**config.mk**
```make
export PLATFORM = sky130hd
export DESIGN_NAME = pwm_deadtime
export DESIGN_NICKNAME = d
export VERILOG_FILES = /design/src/rtl/pwm_deadtime.sv
export SDC_FILE = /design/constraint.sdc
export NUM_CORES = 1
export LEC_CHECK = 0
export ABC_AREA = 1
export BUFFER_PORTS_ARGS = -buffer_cell sky130_fd_sc_hd__buf_2
export CORE_AREA = 2 2 55 57
export CTS_BUF_LIST = sky130_fd_sc_hd__clkbuf_4
export DETAILED_ROUTE_END_ITERATION = 12
export DIE_AREA = 0 0 57 59
export GPL_TIMING_DRIVEN = 0
export HOLD_SLACK_MARGIN = 0.05
export PLACE_DENSITY = 0.66
export SETUP_SLACK_MARGIN = 0.2
export SYNTH_ARGS = -nofsm -noshare
export SYNTH_HDL_FRONTEND = slang
export SYNTH_SLANG_ARGS = --single-unit
```
**constraint.sdc**
```tcl
create_clock -name clk -period 1.6 [get_ports clk]
set_clock_uncertainty 0.15 [all_clocks]
set_input_delay 0.08 -clock clk [delete_from_list [all_inputs] [get_ports clk]]
set_output_delay 0.08 -clock clk [all_outputs]
set_load 0.03 [all_outputs]
```
**src/rtl/pwm_deadtime.sv**
```systemverilog
// pwm_deadtime: splits one PWM waveform into a complementary high-side /
// low-side pair and inserts a programmable dead time (both off) at every
// transition so the two outputs are never on together.
// Latency: outputs are a registered decode of the next state; a pwm_in edge
// turns the active side off one clock later, and the new side comes on
// `deadtime` clocks after that. No backpressure.
//
// Ports:
//   clk           rising-edge system clock
//   reset         synchronous, active-high
//   enable        1 = follow pwm_in, 0 = both outputs off (via IDLE)
//   pwm_in        upstream PWM waveform (same clock domain, glitch-free)
//   deadtime      dead time in clocks, sampled on entry to a dead-time state
//   out_hi/out_lo high-side / low-side drive (registered, mutually exclusive)
//   dt_active     1 while in a dead-time state (registered)
//
// Build option: define PWM_DEADTIME_FAULT_EN to add the fault inputs
// (fault, fault_clear), the sticky FAULT state and the fault_latched output.

module pwm_deadtime #(
  parameter int WIDTH = 8
) (
  input  logic             clk,
  input  logic             reset,
  input  logic             enable,
  input  logic             pwm_in,
  input  logic [WIDTH-1:0] deadtime,
`ifdef PWM_DEADTIME_FAULT_EN
  input  logic             fault,
  input  logic             fault_clear,
  output logic             fault_latched,
`endif
  output logic             out_hi,
  output logic             out_lo,
  output logic             dt_active
);

  typedef enum logic [2:0] {
    IDLE     = 3'd0,
    LO_ON    = 3'd1,
    HI_ON    = 3'd2,
    DT_TO_HI = 3'd3,
    DT_TO_LO = 3'd4
`ifdef PWM_DEADTIME_FAULT_EN
    ,
    FAULT    = 3'd5
`endif
  } state_t;

  state_t           state, state_nxt;
  logic [WIDTH-1:0] cnt, cnt_nxt;
  // Set when the current dead-time interval was entered from an ON state.
  // An abort may then fall back to that ON state, because the opposite side
  // never turned on. When the interval was entered from IDLE there is no
  // side to fall back to, so an abort restarts a full dead time towards the
  // newly requested side instead.
  logic             src_on, src_on_nxt;

  logic             dt_zero;
  logic [WIDTH-1:0] dt_load;

  assign dt_zero = (deadtime == '0);
  // Only used when deadtime != 0, so the subtraction never wraps.
  assign dt_load = deadtime - WIDTH'(1);

  // ---------------------------------------------------------------------
  // Next-state logic
  // ---------------------------------------------------------------------
  always_comb begin
    state_nxt  = state;
    cnt_nxt    = cnt;
    src_on_nxt = src_on;

`ifdef PWM_DEADTIME_FAULT_EN
    if (fault) begin
      // Fault overrides everything but reset, including enable.
      state_nxt  = FAULT;
      cnt_nxt    = '0;
      src_on_nxt = 1'b0;
    end else if (state == FAULT) begin
      // Sticky: leaves only on a clear with the fault input already gone.
      if (fault_clear) begin
        state_nxt = IDLE;
      end
    end else
`endif
    if (!enable) begin
      state_nxt  = IDLE;
      cnt_nxt    = '0;
      src_on_nxt = 1'b0;
    end else begin
      case (state)
        IDLE: begin
          src_on_nxt = 1'b0;
          if (pwm_in) begin
            if (dt_zero) begin
              state_nxt = HI_ON;
              cnt_nxt   = '0;
            end else begin
              state_nxt = DT_TO_HI;
              cnt_nxt   = dt_load;
            end
          end else begin
            if (dt_zero) begin
              state_nxt = LO_ON;
              cnt_nxt   = '0;
            end else begin
              state_nxt = DT_TO_LO;
              cnt_nxt   = dt_load;
            end
          end
        end

        LO_ON: begin
          if (pwm_in) begin
            src_on_nxt = 1'b1;
            if (dt_zero) begin
              state_nxt = HI_ON;
              cnt_nxt   = '0;
            end else begin
              state_nxt = DT_TO_HI;
              cnt_nxt   = dt_load;
            end
          end
        end

        HI_ON: begin
          if (!pwm_in) begin
            src_on_nxt = 1'b1;
            if (dt_zero) begin
              state_nxt = LO_ON;
              cnt_nxt   = '0;
            end else begin
              state_nxt = DT_TO_LO;
              cnt_nxt   = dt_load;
            end
          end
        end

        DT_TO_HI: begin
          if (!pwm_in) begin
            if (src_on) begin
              // Abort: low side was on before and high never came on.
              state_nxt = LO_ON;
              cnt_nxt   = '0;
            end else if (dt_zero) begin
              state_nxt = LO_ON;
              cnt_nxt   = '0;
            end else begin
              state_nxt = DT_TO_LO;
              cnt_nxt   = dt_load;
            end
          end else if (cnt == '0) begin
            state_nxt = HI_ON;
          end else begin
            cnt_nxt = cnt - WIDTH'(1);
          end
        end

        DT_TO_LO: begin
          if (pwm_in) begin
            if (src_on) begin
              // Abort: high side was on before and low never came on.
              state_nxt = HI_ON;
              cnt_nxt   = '0;
            end else if (dt_zero) begin
              state_nxt = HI_ON;
              cnt_nxt   = '0;
            end else begin
              state_nxt = DT_TO_HI;
              cnt_nxt   = dt_load;
            end
          end else if (cnt == '0) begin
            state_nxt = LO_ON;
          end else begin
            cnt_nxt = cnt - WIDTH'(1);
          end
        end

        default: begin
          state_nxt  = IDLE;
          cnt_nxt    = '0;
          src_on_nxt = 1'b0;
        end
      endcase
    end
  end

  // ---------------------------------------------------------------------
  // State register and registered output decode of the next state, so
  // out_hi / out_lo can never glitch or overlap.
  // ---------------------------------------------------------------------
  always_ff @(posedge clk) begin
    if (reset) begin
      state     <= IDLE;
      cnt       <= '0;
      src_on    <= 1'b0;
      out_hi    <= 1'b0;
      out_lo    <= 1'b0;
      dt_active <= 1'b0;
`ifdef PWM_DEADTIME_FAULT_EN
      fault_latched <= 1'b0;
`endif
    end else begin
      state     <= state_nxt;
      cnt       <= cnt_nxt;
      src_on    <= src_on_nxt;
      out_hi    <= (state_nxt == HI_ON);
      out_lo    <= (state_nxt == LO_ON);
      dt_active <= (state_nxt == DT_TO_HI) || (state_nxt == DT_TO_LO);
`ifdef PWM_DEADTIME_FAULT_EN
      fault_latched <= (state_nxt == FAULT);
`endif
    end
  end

endmodule

```
==> impl_metrics.sql, run 1 <==
INSERT INTO impl_metrics (metric_group, metric, value, unit) VALUES
('timing', 'rsz0062_at_grt', 'yes', ''),
('detailed_routing', 'total_number_of_vias', '1398', ''),
('critical_path', 'timing.reg2reg.worst_path_depth', '11', ''),
('min_path', 'whs_path_cells', '5', ''),
('run_status', 'outcome', 'complete, no violations', ''),
('critical_path', 'timing.critical_path.slowest_cell_delay', '0.37', 'ns'),
('layout', 'final.fill_count', '249', ''),
('power_and_ir_drop', 'cellLeakagePower', '0.810', 'nW'),
('critical_path', 'worst-endpoint-arrival', '1.54', 'ns'),
('die', 'row_count', '19', ''),
('die', 'die_width', '57', 'microns'),
('die', 'die_area', '3360', 'sq um'),
('clocking', 'clock_tree.buffer_depth', '2', ''),
('timing', 'worst_slew_pin_slew', '0.416', 'ns'),
('synthesis', 'yosys_warnings', '0', ''),
('global_route', 'globalRouteTotalUtil', '21.7', '%'),
('synthesis', 'synth_edf_count', '0', ''),
('power_and_ir_drop', 'peakVddDrop', '0.772', 'mV'),
('clocking', 'clock_sinks', '15', ''),
('placed_design', 'io_buffers', '14', ''),
('detailed_routing', 'routed_wire_length_per_instance', '13.0', 'microns'),
('global_route', 'grt_antenna_before_repair', '0', ''),
('die', 'floorplan.initialDensity', '45.4', '%'),
('critical_path', 'worstSetupEndpointType', 'flop', ''),
('layout', 'summed_area_of_non_filler_cells_in_the_final_layout', '1740', 'sq um'),
('detailed_routing', 'aggregate_routed_wire_length', '3.44', 'mm'),
('global_route', 'grt_pass1_wl', '5.78', 'mm'),
('timing', 'upper_clock_frequency_limit', '0.655', 'GHz'),
('synthesis', 'syn_inst', '201', ''),
('layout', 'syn2layout_area_growth', '41.0', '%'),
('layout', 'layout_common_cells', '43 x sky130_fd_sc_hd__nand2_1, 15 x sky130_fd_sc_hd__inv_1, 14 x sky130_fd_sc_hd__nor2_1, 14 x sky130_fd_sc_hd__buf_2', ''),
('timing', 'timing.final.setup_violations', '0', ''),
('global_route', 'pin_count_of_the_biggest_net_entering_global_routing', '11', ''),
('placed_design', 'gpl.final_weighted_congestion', '0.843', ''),
('synthesis', 'synth.yosys.seq_area_share', '24.4', '%'),
('synthesis', 'syn_area', '1230', 'sq um'),
('detailed_routing', 'antenna_left', '0', ''),
('critical_path', 'critPathKind', 'reg -> reg', ''),
('synthesis', 'avgSynthCellArea', '6.13', 'sq um'),
('placed_design', 'placed_cell_area', '1410', 'sq um'),
('detailed_routing', 'via_per_inst', '5.30', ''),
('die', 'core-area', '2710', 'sq um'),
('critical_path', 'cp.required', '1.61', 'ns'),
('layout', 'finish.net_count', '250', ''),
('detailed_routing', 'remaining_drc_errors', '0', ''),
('synthesis', 'synth_fp_nets', '217', ''),
('timing', 'timing_max_transition_violations_final', '0', ''),
('die', 'pin_count', '15', ''),
('timing', 'hold_violations', '0', ''),
('global_route', 'gr-total-overflow', '0', ''),
('clocking', 'numCtsBuffers', '3', ''),
('clocking', 'clockRootBuffer', 'sky130_fd_sc_hd__clkbuf_4', ''),
('die', 'floorplan.die.height', '59', 'microns'),
('layout', 'final_layout_size_suffix_gt1_share', '43.8', '%'),
('detailed_routing', 'detailedRoute.firstIterationViolations', '25', ''),
('timing', 'fin_crit_share', '95.4', '%'),
('min_path', 'hold_class', 'in -> reg', ''),
('clocking', 'clock_tree.htree_level_count', '1', ''),
('synthesis', 'synth_top_flop_cell', 'sky130_fd_sc_hd__dfxtp_1', ''),
('critical_path', 'critical_path_peak_fanout', '3', ''),
('flow_run', 'max-cap-violations', '0', ''),
('clocking', 'cts_tree', 'done', ''),
('placed_design', 'post-dp-hpwl', '2.44', 'mm'),
('critical_path', 'critical_path.slowest_cell', 'sky130_fd_sc_hd__dfxtp_2', ''),
('power_and_ir_drop', 'p_per_area', '612', 'nW/um^2'),
('timing', 'timing.setup.tns', '0', 'ns'),
('critical_path', 'startpoint_type_of_the_worst_setup_path', 'flop', ''),
('timing', 'timing.max_slew.rel_slack', '72.2', '%'),
('synthesis', 'ys_seq_elements', '15', ''),
('timing', 'fin_crit', '1.53', 'ns'),
('clocking', 'clkLatencyLatePin', '0.29', 'ns'),
('critical_path', 'timing.critical_path.cells', 'inv_4, ha_4, nand3_4, inv_4, buf_4, nand3_1, nand2_1, nand2_1, nor2_1, o21ai_1, a21oi_1', ''),
('clocking', 'cts.clk_slew.worst_paths', '0.10', 'ns'),
('layout', 'most_common_library_cell_in_the_layout_ignoring_fill_and_taps', 'sky130_fd_sc_hd__nand2_1', ''),
('global_route', 'via_count_of_the_first_global_routing_pass', '1370', ''),
('detailed_routing', 'drt_pass1_iterations', '4', ''),
('synthesis', 'async_flop_share', '0', '%'),
('synthesis', 'ys_types', '27', ''),
('layout', 'insertedDiodeCount', '0', '');
==> registers in the layout, indices dropped and copies added, names as in the netlist <==
signal and cells:
cnt 8, dt_active 1, out_hi 1, out_lo 1
src_on 1, state 3
==> worst paths after layout <==
kind                             startpoint      to  slack (ns)
worst max register to register       cnt[0]  cnt[6]        0.07
worst max-delay path                 cnt[0]  cnt[6]        0.07
worst min-delay path            deadtime[2]  cnt[2]        0.12
worst min register to register       cnt[2]  cnt[2]        0.35
==> cells by family after synthesis <==
| logic type | synth area share (%) |
|---|---|
| and+or+nand+nor | 43.5 |
| AOI/OAI and AO/OA | 12.7 |
| adders and majority gates | 4.07 |
| buffers and inverters | 11.1 |
| DFF | 24.4 |
| xor gates and xnor gates | 4.27 |
==> synth_stat cells (3+ instances only) <==
cell type                  n  area share (%)
sky130_fd_sc_hd__nand2_2   7             3.6
sky130_fd_sc_hd__xor2_1    4             2.8
sky130_fd_sc_hd__inv_1    26             7.9
sky130_fd_sc_hd__nand2_1  49              15
sky130_fd_sc_hd__nor2_1   23             7.0
sky130_fd_sc_hd__a21oi_1  13             5.3
sky130_fd_sc_hd__o21ai_0   9             3.7
sky130_fd_sc_hd__o21ai_1   6             2.4
sky130_fd_sc_hd__nand3_1  18             7.3
sky130_fd_sc_hd__inv_2     3            0.91
sky130_fd_sc_hd__ha_1      4             4.1
sky130_fd_sc_hd__nand4_1   7             3.6
sky130_fd_sc_hd__dfxtp_1  15              24
==> per-stage QoR <==
stage / instances / hold slack, ns / setup slack [ns] / power (mW) / utilization, %
finish: 264 / 0.120 / 0.0739 / 1.06 / 64.0
global route: 264 / 0.140 / -0.0577 / 1.14 / 64.0
CTS: 263 / 0.118 / 0.0858 / 1.03 / 61.9
detailed placement: 246 / 0.144 / -0.178 / 0.737 / 52.1
global placement: 246 / 0.143 / -0.125 / 0.727 / 52.1
floorplan: 201 / 0.00238 / 0.181 / 0.652 / -
==> routing by layer <==
layer | vias up | GRT usage, % | wire length [microns]
met1 | 658 | 24.3 | 1390
li1 | 719 | - | -
met2 | 19 | 42.2 | 1940
met4 | 0 | 5.32 | 14
met5 | - | 0 | 0
met3 | 2 | 3.93 | 89
==> what timing repair did <==
item                       4_1_cts  5_1_grt
hold buffers                     3        0
hold endpoints to repair         7        0
setup endpoints to repair       15       15
pin swaps                       16        8
buffers inserted                10        1
gates resized for setup         42       17
==> critical path, delay by kind of cell, from the launching register on <==
kind | cells | cell delay [ns]
flip-flops | 1 | 0.37
AND/OR/NAND/NOR | 5 | 0.31
buffers and inverters | 3 | 0.24
AO/OA/AOI/OAI | 2 | 0.19
adder cells (fa/ha/maj) | 1 | 0.16
==> cell type report <==
cell class,count,area [sq um],area share (%)
plain buffers,2,26.3,1.51
clock inverters,1,5.00,0.288
clock buffers,3,22.5,1.30
flip-flops and latches,15,313,18.0
multi-input cells,154,1010,58.1
well taps,31,38.8,2.24
inverters,30,135,7.79
repair buffers,28,186,10.7
==> power by group <==
part | internal [mW] | total [mW] | switching [mW] | leakage, nW
combinational | 0.174 | 0.427 | 0.253 | 0.667
sequential | 0.392 | 0.413 | 0.0204 | 0.126
clock | 0.0930 | 0.223 | 0.130 | 0.0177
total | 0.659 | 1.06 | 0.404 | 0.810
Power figures use the tool's default switching activity.
==> run 2, diff against run 1 <==
--- a/config.mk
+++ b/config.mk
@@ -5,7 +5,6 @@
 export SDC_FILE = /design/constraint.sdc
 export NUM_CORES = 1
 export LEC_CHECK = 0
-export ABC_AREA = 1
 export BUFFER_PORTS_ARGS = -buffer_cell sky130_fd_sc_hd__buf_2
 export CORE_AREA = 2 2 55 57
 export CTS_BUF_LIST = sky130_fd_sc_hd__clkbuf_4
@@ -13,7 +12,7 @@
 export DIE_AREA = 0 0 57 59
 export GPL_TIMING_DRIVEN = 0
 export HOLD_SLACK_MARGIN = 0.05
-export PLACE_DENSITY = 0.66
+export PLACE_DENSITY = 0.77
 export SETUP_SLACK_MARGIN = 0.2
 export SYNTH_ARGS = -nofsm -noshare
 export SYNTH_HDL_FRONTEND = slang
==> run 2 against run 1 <==
  * The flow now finishes with violations (negative setup slack)
  * Flip-flop and latch count unchanged
  * Maximum frequency down 19%
  * Global-route usage grew 0.99 points
  * Sequential power about the same
  * Hold slack lost 0.11 ns
  * Combinational power is essentially flat
  * Cell count is 20% lower
==> impl_metrics.sql, run 2 <==
INSERT INTO impl_metrics (metric_group, metric, value, unit) VALUES
('synthesis', 'yosys_warnings', '0', ''),
('power_and_ir_drop', 'p_per_area', '613', 'nW/um^2'),
('die', 'floorplan.die.height', '59', 'microns'),
('layout', 'final_layout_size_suffix_gt1_share', '45.3', '%'),
('clocking', 'cts.clk_slew.worst_paths', '0.09', 'ns'),
('min_path', 'hold_class', 'in -> reg', ''),
('timing', 'timing_max_transition_violations_final', '0', ''),
('synthesis', 'async_flop_share', '0', '%'),
('global_route', 'grt_pass1_wl', '6.00', 'mm'),
('clocking', 'holdBufCountCts', '3', ''),
('clocking', 'clockRootBuffer', 'sky130_fd_sc_hd__clkbuf_4', ''),
('critical_path', 'critical_path.top_delay_family', 'simple AND/OR/NAND/NOR gates', ''),
('clocking', 'clock_sinks', '15', ''),
('detailed_routing', 'aggregate_routed_wire_length', '3.56', 'mm'),
('placed_design', 'post-place-ws', '-0.552', 'ns'),
('timing', 'timing.final.setup_violations', '13', ''),
('detailed_routing', 'detailedRoute.firstIterationViolations', '52', ''),
('global_route', 'grt_antenna_before_repair', '0', ''),
('synthesis', 'synth.top_cells.by_count', '15 x sky130_fd_sc_hd__dfxtp_1, 14 x sky130_fd_sc_hd__nor2_1, 10 x sky130_fd_sc_hd__inv_1', ''),
('critical_path', 'timing.critical_path.slowest_cell_delay', '0.28', 'ns'),
('synthesis', 'synth.most_common_cell', 'sky130_fd_sc_hd__dfxtp_1', ''),
('synthesis', 'avgSynthCellArea', '8.58', 'sq um'),
('min_path', 'worstHoldStart', 'reset', ''),
('layout', 'most_common_library_cell_in_the_layout_ignoring_fill_and_taps', 'sky130_fd_sc_hd__buf_2', ''),
('timing', 'worst_slew_pin_slew', '0.444', 'ns'),
('synthesis', 'synth_top_flop_cell', 'sky130_fd_sc_hd__dfxtp_1', ''),
('power_and_ir_drop', 'cellLeakagePower', '0.667', 'nW'),
('detailed_routing', 'antenna_left', '0', ''),
('layout', 'register_area', '319', 'sq um'),
('synthesis', 'ys_types', '58', ''),
('layout', 'largest_reg_flops', '8', ''),
('layout', 'layout_common_cells', '15 x sky130_fd_sc_hd__buf_2, 13 x sky130_fd_sc_hd__buf_4, 12 x sky130_fd_sc_hd__nor2_1, 8 x sky130_fd_sc_hd__dfxtp_1', ''),
('timing', 'layout_setup_ws', '-0.287', 'ns'),
('clocking', 'clock_tree.buffer_depth', '2', ''),
('synthesis', 'synth_top_area_share', '24.1', '%'),
('timing', 'worst_hold_slack', '0.00654', 'ns'),
('layout', 'largestRegisters', 'cnt x8, state x3', ''),
('synthesis', 'syn_inst', '145', ''),
('critical_path', 'worst-endpoint-arrival', '1.97', 'ns'),
('layout', 'utilization', '63.9', '%'),
('layout', 'multi_input_gate_area', '1030', 'sq um'),
('synthesis', 'synthDominantAreaCellType', 'sky130_fd_sc_hd__dfxtp_1', ''),
('layout', 'syn2layout_area_growth', '39.3', '%'),
('critical_path', 'crit_buf_inv', '3', ''),
('layout', 'top_register', 'cnt', ''),
('detailed_routing', 'routed_wire_length_per_instance', '16.9', 'microns'),
('synthesis', 'syn_area', '1240', 'sq um'),
('die', 'row_count', '19', ''),
('critical_path', 'worstSetupEndpointType', 'flop', ''),
('global_route', 'gr-total-overflow', '0', ''),
('run_status', 'violations_in_the_final_reports', 'negative setup slack', ''),
('power_and_ir_drop', 'peakVddDrop', '0.608', 'mV'),
('clocking', 'clock_tree.htree_level_count', '1', ''),
('timing', 'upper_clock_frequency_limit', '0.530', 'GHz'),
('layout', 'finish.net_count', '196', ''),
('timing', 'fin_crit_share', '118', '%'),
('die', 'die_width', '57', 'microns'),
('global_route', 'via_count_of_the_first_global_routing_pass', '1323', ''),
('timing', 'timing.max_slew.rel_slack', '70.1', '%'),
('critical_path', 'worst_r2r_startpoint', 'cnt[0]', ''),
('clocking', 'clkLatencyLatePin', '0.28', 'ns'),
('detailed_routing', 'drt_pass1_iterations', '4', ''),
('synthesis', 'synth_fp_nets', '161', ''),
('critical_path', 'critPathKind', 'in -> reg', ''),
('placed_design', 'gpl.final_weighted_congestion', '0.931', ''),
('placed_design', 'post-dp-hpwl', '2.59', 'mm'),
('synthesis', 'ys_seq_elements', '15', ''),
('layout', 'final.fill_count', '230', ''),
('die', 'die_area', '3360', 'sq um'),
('placed_design', 'io_buffers', '14', ''),
('critical_path', 'cp.required', '1.68', 'ns'),
('run_status', 'outcome', 'finished, violations left', ''),
('timing', 'hold_violations', '0', ''),
('global_route', 'globalRouteTotalUtil', '22.7', '%'),
('synthesis', 'synth_edf_count', '0', ''),
('critical_path', 'startpoint_type_of_the_worst_setup_path', 'primary input', ''),
('global_route', 'pin_count_of_the_biggest_net_entering_global_routing', '11', ''),
('clocking', 'cts_tree', 'done', ''),
('detailed_routing', 'via_per_inst', '6.30', ''),
('clocking', 'numCtsBuffers', '3', ''),
('timing', 'fin_crit', '1.89', 'ns'),
('timing', 'timing.setup.tns', '-2.89', 'ns'),
('critical_path', 'crit_start', 'deadtime[0]', ''),
('flow_run', 'max-cap-violations', '0', ''),
('critical_path', 'timing.critical_path.cells', 'buf_2, inv_4, ha_4, nor3b_4, and2_4, inv_4, ha_4, a32oi_2, o211ai_2, a31oi_4, and4bb_1', ''),
('die', 'floorplan.initialDensity', '45.9', '%'),
('layout', 'fin_cells', '210', ''),
('timing', 'rsz0062_at_grt', 'yes', ''),
('die', 'pin_count', '15', ''),
('layout', 'insertedDiodeCount', '0', ''),
('synthesis', 'synth.area.top_cells', 'sky130_fd_sc_hd__dfxtp_1 24%, sky130_fd_sc_hd__nor2_1 4.2%, sky130_fd_sc_hd__ha_1 4.0%', ''),
('detailed_routing', 'total_number_of_vias', '1324', ''),
('critical_path', 'critical_path_peak_fanout', '5', ''),
('critical_path', 'critical_path.slowest_cell', 'sky130_fd_sc_hd__nor3b_4', ''),
('detailed_routing', 'remaining_drc_errors', '0', ''),
('placed_design', 'dp_cells', '190', ''),
('synthesis', 'synth.yosys.seq_area_share', '24.1', '%'),
('die', 'core-area', '2710', 'sq um');
run 2: what timing repair did:
item,4_1_cts,5_1_grt
setup buffers,12,1
endpoints found under the hold margin,6,1
gates resized for setup,20,4
endpoints found under the setup margin,14,13
pin swaps,9,4
run 2: path summary, 6_finish.rpt:
| check | end | slack (ns) | cells past startpoint |
|---|---|---|---|
| worst max-delay path | out_hi | -0.29 | 11 |
| worst min-delay path | src_on | 0.007 | 3 |
| worst max register to register | cnt[6] | -0.28 | 7 |
| worst min register to register | cnt[1] | 0.37 | 2 |
run 2: area by class of cell:
type	count	area share [%]
inverters	10	2.74
repair buffers	30	12.3
plain buffers	6	3.03
multi-input cells	114	59.6
clock inverters	1	0.289
well taps	31	2.24
clock buffers	3	1.30
flip-flops and latches	15	18.4
run 2: cell families (layout without fill, tap and decap cells):
family	after synthesis	count (layout)	synth area share (%)
xor+xnor	6	6	4.23
compound gates	48	48	31.6
fa+ha+maj	4	4	4.02
flops	15	15	24.1
simple gates	56	56	30.3
buf+inv	16	50	5.73
run 2: per-stage QoR:
| stage | power (mW) | area, sq um |
|---|---|---|
| after floorplan | 0.685 | 1370 |
| after CTS | 1.05 | 1710 |
| after global routing | 1.12 | 1730 |
| final | 1.06 | 1730 |
| after detailed placement | 0.780 | 1470 |
| after global placement | 0.765 | 1470 |
run 2: tightest hold or removal path, stage by stage:
cell and delay (ns):
sky130_fd_sc_hd__buf_2 0.09, sky130_fd_sc_hd__nand2b_1 0.16, sky130_fd_sc_hd__nor2_1 0.07
run 2: per-layer routing:
layer	global-route usage (%)	vias up	share of wire, %	wire length [microns]
met3	4.80	12	2.4	84
li1	-	641	-	-
met1	25.3	641	42	1500
met2	42.2	30	53	1870
met4	8.64	0	2.8	98
met5	0	-	0	0
run 2: power breakdown:
part / switching (mW) / internal (mW)
Sequential: 0.0239 / 0.393
Clock: 0.124 / 0.0927
Combinational: 0.232 / 0.197
Total: 0.379 / 0.683
==> run 3, diff against run 2 <==
--- a/config.mk
+++ b/config.mk
@@ -13,6 +13,7 @@
 export GPL_TIMING_DRIVEN = 0
 export HOLD_SLACK_MARGIN = 0.05
 export PLACE_DENSITY = 0.77
+export RECOVER_POWER = 25
 export SETUP_SLACK_MARGIN = 0.2
 export SYNTH_ARGS = -nofsm -noshare
 export SYNTH_HDL_FRONTEND = slang
==> run 3 against run 2 <==
  * The flow still finishes with violations (negative setup slack)
  * Sequential share of layout area barely moved
  * Largest cell class unchanged
  * Total power barely moved
  * First-iteration DRC count rose by 7.7%
  * Via count hardly changed
  * Sequential power hardly changed
  * Maximum frequency about the same
==> impl_metrics.sql, run 3 (synthesis results as in run 2) <==
INSERT INTO impl_metrics (metric_group, metric, value, unit) VALUES
('run_status', 'outcome', 'finished, violations left', ''),
('run_status', 'violations_in_the_final_reports', 'negative setup slack', ''),
('timing', 'timing.max_slew.rel_slack', '70.1', '%'),
('placed_design', 'post-dp-hpwl', '2.59', 'mm'),
('detailed_routing', 'antenna_left', '0', ''),
('layout', 'final_layout_size_suffix_gt1_share', '44.7', '%'),
('timing', 'timing.setup.tns', '-2.89', 'ns'),
('global_route', 'pin_count_of_the_biggest_net_entering_global_routing', '11', ''),
('detailed_routing', 'routed-wl-met3', '92', 'microns'),
('timing', 'upper_clock_frequency_limit', '0.530', 'GHz'),
('clocking', 'clock_tree.htree_level_count', '1', ''),
('timing', 'layout_setup_ws', '-0.288', 'ns'),
('critical_path', 'worst-endpoint-arrival', '1.97', 'ns'),
('layout', 'largest_reg_flops', '8', ''),
('flow_run', 'max-cap-violations', '0', ''),
('clocking', 'clockRootBuffer', 'sky130_fd_sc_hd__clkbuf_4', ''),
('critical_path', 'startpoint_type_of_the_worst_setup_path', 'primary input', ''),
('min_path', 'hold_class', 'in -> reg', ''),
('placed_design', 'post-place-ws', '-0.552', 'ns'),
('clocking', 'numCtsBuffers', '3', ''),
('layout', 'largestRegisters', 'cnt x8, state x3', ''),
('critical_path', 'worstSetupEndpointType', 'flop', ''),
('global_route', 'gr-total-overflow', '0', ''),
('detailed_routing', 'detailedRoute.firstIterationViolations', '56', ''),
('detailed_routing', 'remaining_drc_errors', '0', ''),
('layout', 'fin_cells', '210', ''),
('detailed_routing', 'total_number_of_vias', '1323', ''),
('critical_path', 'crit_path_cell_count', '11', ''),
('clocking', 'cts_tree', 'done', ''),
('global_route', 'globalRouteTotalUtil', '22.7', '%'),
('placed_design', 'gpl.final_weighted_congestion', '0.931', ''),
('critical_path', 'critical_path_peak_fanout', '5', ''),
('die', 'pin_count', '15', ''),
('layout', 'syn2layout_area_growth', '39.2', '%'),
('critical_path', 'timing.reg2reg.worst_path_depth', '7', ''),
('critical_path', 'crit_buf_inv', '3', ''),
('die', 'die_width', '57', 'microns'),
('critical_path', 'cp.required', '1.68', 'ns'),
('layout', 'most_common_library_cell_in_the_layout_ignoring_fill_and_taps', 'sky130_fd_sc_hd__buf_2', ''),
('die', 'floorplan.die.height', '59', 'microns'),
('timing', 'timing_max_transition_violations_final', '0', ''),
('clocking', 'cts.clk_slew.worst_paths', '0.09', 'ns'),
('layout', 'finish.net_count', '196', ''),
('die', 'floorplan.initialDensity', '45.9', '%'),
('timing', 'fin_crit', '1.89', 'ns'),
('critical_path', 'timing.critical_path.cells', 'buf_2, inv_4, ha_4, nor3b_4, and2_4, inv_4, ha_4, a32oi_2, o211ai_2, a31oi_4, and4bb_1', ''),
('layout', 'top_register', 'cnt', ''),
('placed_design', 'io_buffers', '14', ''),
('power_and_ir_drop', 'peakVddDrop', '0.608', 'mV'),
('detailed_routing', 'drt_pass1_iterations', '4', ''),
('power_and_ir_drop', 'p_per_area', '613', 'nW/um^2'),
('global_route', 'via_count_of_the_first_global_routing_pass', '1323', ''),
('layout', 'layout_common_cells', '14 x sky130_fd_sc_hd__buf_2, 13 x sky130_fd_sc_hd__buf_4, 12 x sky130_fd_sc_hd__nor2_1, 8 x sky130_fd_sc_hd__dfxtp_1', ''),
('global_route', 'grt_pass1_wl', '6.00', 'mm'),
('die', 'row_count', '19', ''),
('die', 'die_area', '3360', 'sq um'),
('detailed_routing', 'via_per_inst', '6.30', ''),
('global_route', 'grt_antenna_before_repair', '0', ''),
('layout', 'summed_area_of_non_filler_cells_in_the_final_layout', '1730', 'sq um'),
('timing', 'fin_crit_share', '118', '%'),
('detailed_routing', 'maxUsedRoutingLayer', 'met4', ''),
('layout', 'final.fill_count', '231', ''),
('critical_path', 'critical_path.top_delay_family', 'simple AND/OR/NAND/NOR gates', ''),
('clocking', 'clock_tree.buffer_depth', '2', ''),
('timing', 'timing.final.setup_violations', '13', ''),
('placed_design', 'placed_cell_area', '1470', 'sq um'),
('min_path', 'whs_path_cells', '3', ''),
('detailed_routing', 'met2_length', '1.87', 'mm'),
('critical_path', 'critical_path.slowest_cell', 'sky130_fd_sc_hd__nor3b_4', ''),
('critical_path', 'timing.critical_path.slowest_cell_delay', '0.28', 'ns'),
('detailed_routing', 'routed_wire_length_per_instance', '16.9', 'microns'),
('clocking', 'clkLatencyLatePin', '0.28', 'ns'),
('die', 'core-area', '2710', 'sq um'),
('timing', 'hold_violations', '0', ''),
('critical_path', 'critPathKind', 'in -> reg', ''),
('power_and_ir_drop', 'cellLeakagePower', '0.663', 'nW'),
('layout', 'insertedDiodeCount', '0', ''),
('clocking', 'clock_sinks', '15', ''),
('timing', 'worst_slew_pin_slew', '0.444', 'ns'),
('timing', 'rsz0062_at_grt', 'yes', ''),
('detailed_routing', 'aggregate_routed_wire_length', '3.56', 'mm'),
('placed_design', 'dp_cells', '190', ''),
('clocking', 'holdBufCountCts', '3', ''),
('detailed_routing', 'length_of_routed_wiring_on_met1', '1.50', 'mm');
-- run 3: cell count changes in the layout (fill, tap and decap cells not counted) --
cell / previous run / this run
sky130_fd_sc_hd__buf_2: 15 / 14
sky130_fd_sc_hd__clkbuf_1: 0 / 1
-- run 3: through the flow --
stage	util, %	hold slack, ns	total power, mW
3_3_place_gp	54.4	0.163	0.765
4_1_cts	63.2	-0.00226	1.05
2_1_floorplan	-	-0.00331	0.685
6_report	63.9	0.00654	1.06
3_5_place_dp	54.4	0.167	0.780
5_1_grt	63.9	0.00690	1.12
-- run 3: cell type report --
type	count	area (sq um)	share of cell area [%]
Tap cell	31	38.8	2.24
Inverter	10	47.5	2.75
Sequential cell	15	319	18.4
Timing Repair Buffer	30	213	12.3
Clock inverter	1	5.00	0.289
Clock buffer	3	22.5	1.30
Multi-Input combinational cell	114	1030	59.7
Buffer	6	52.6	3.03
-- run 3: worst paths after layout --
kind / from / to / slack [ns]
max: deadtime[0] / out_hi / -0.29
min: reset / src_on / 0.007
max reg2reg: cnt[0] / cnt[6] / -0.28
min reg2reg: cnt[1] / cnt[1] / 0.37
-- run 3: report_power, final --
group	total, mW	switching [mW]	internal [mW]
logic	0.428	0.232	0.197
registers	0.417	0.0239	0.393
clock network	0.217	0.124	0.0927
-- run 3: worst min-delay path, delay by kind of cell --
family,cells,cell delay (ns)
buffers and inverters,1,0.09
AND/OR/NAND/NOR,2,0.23
-- run 3: per-layer routing --
layer | up-vias | global-route usage [%]
met5 | - | 0
li1 | 641 | -
met1 | 637 | 25.3
met4 | 0 | 8.64
met3 | 12 | 4.80
met2 | 33 | 42.2
-- run 3: timing repair --
action	CTS	global route
gates cloned	0	0
resized for setup	20	4
hold endpoints to repair	6	1
pin swaps	9	4
buffers inserted	12	1
setup endpoints to repair	14	13
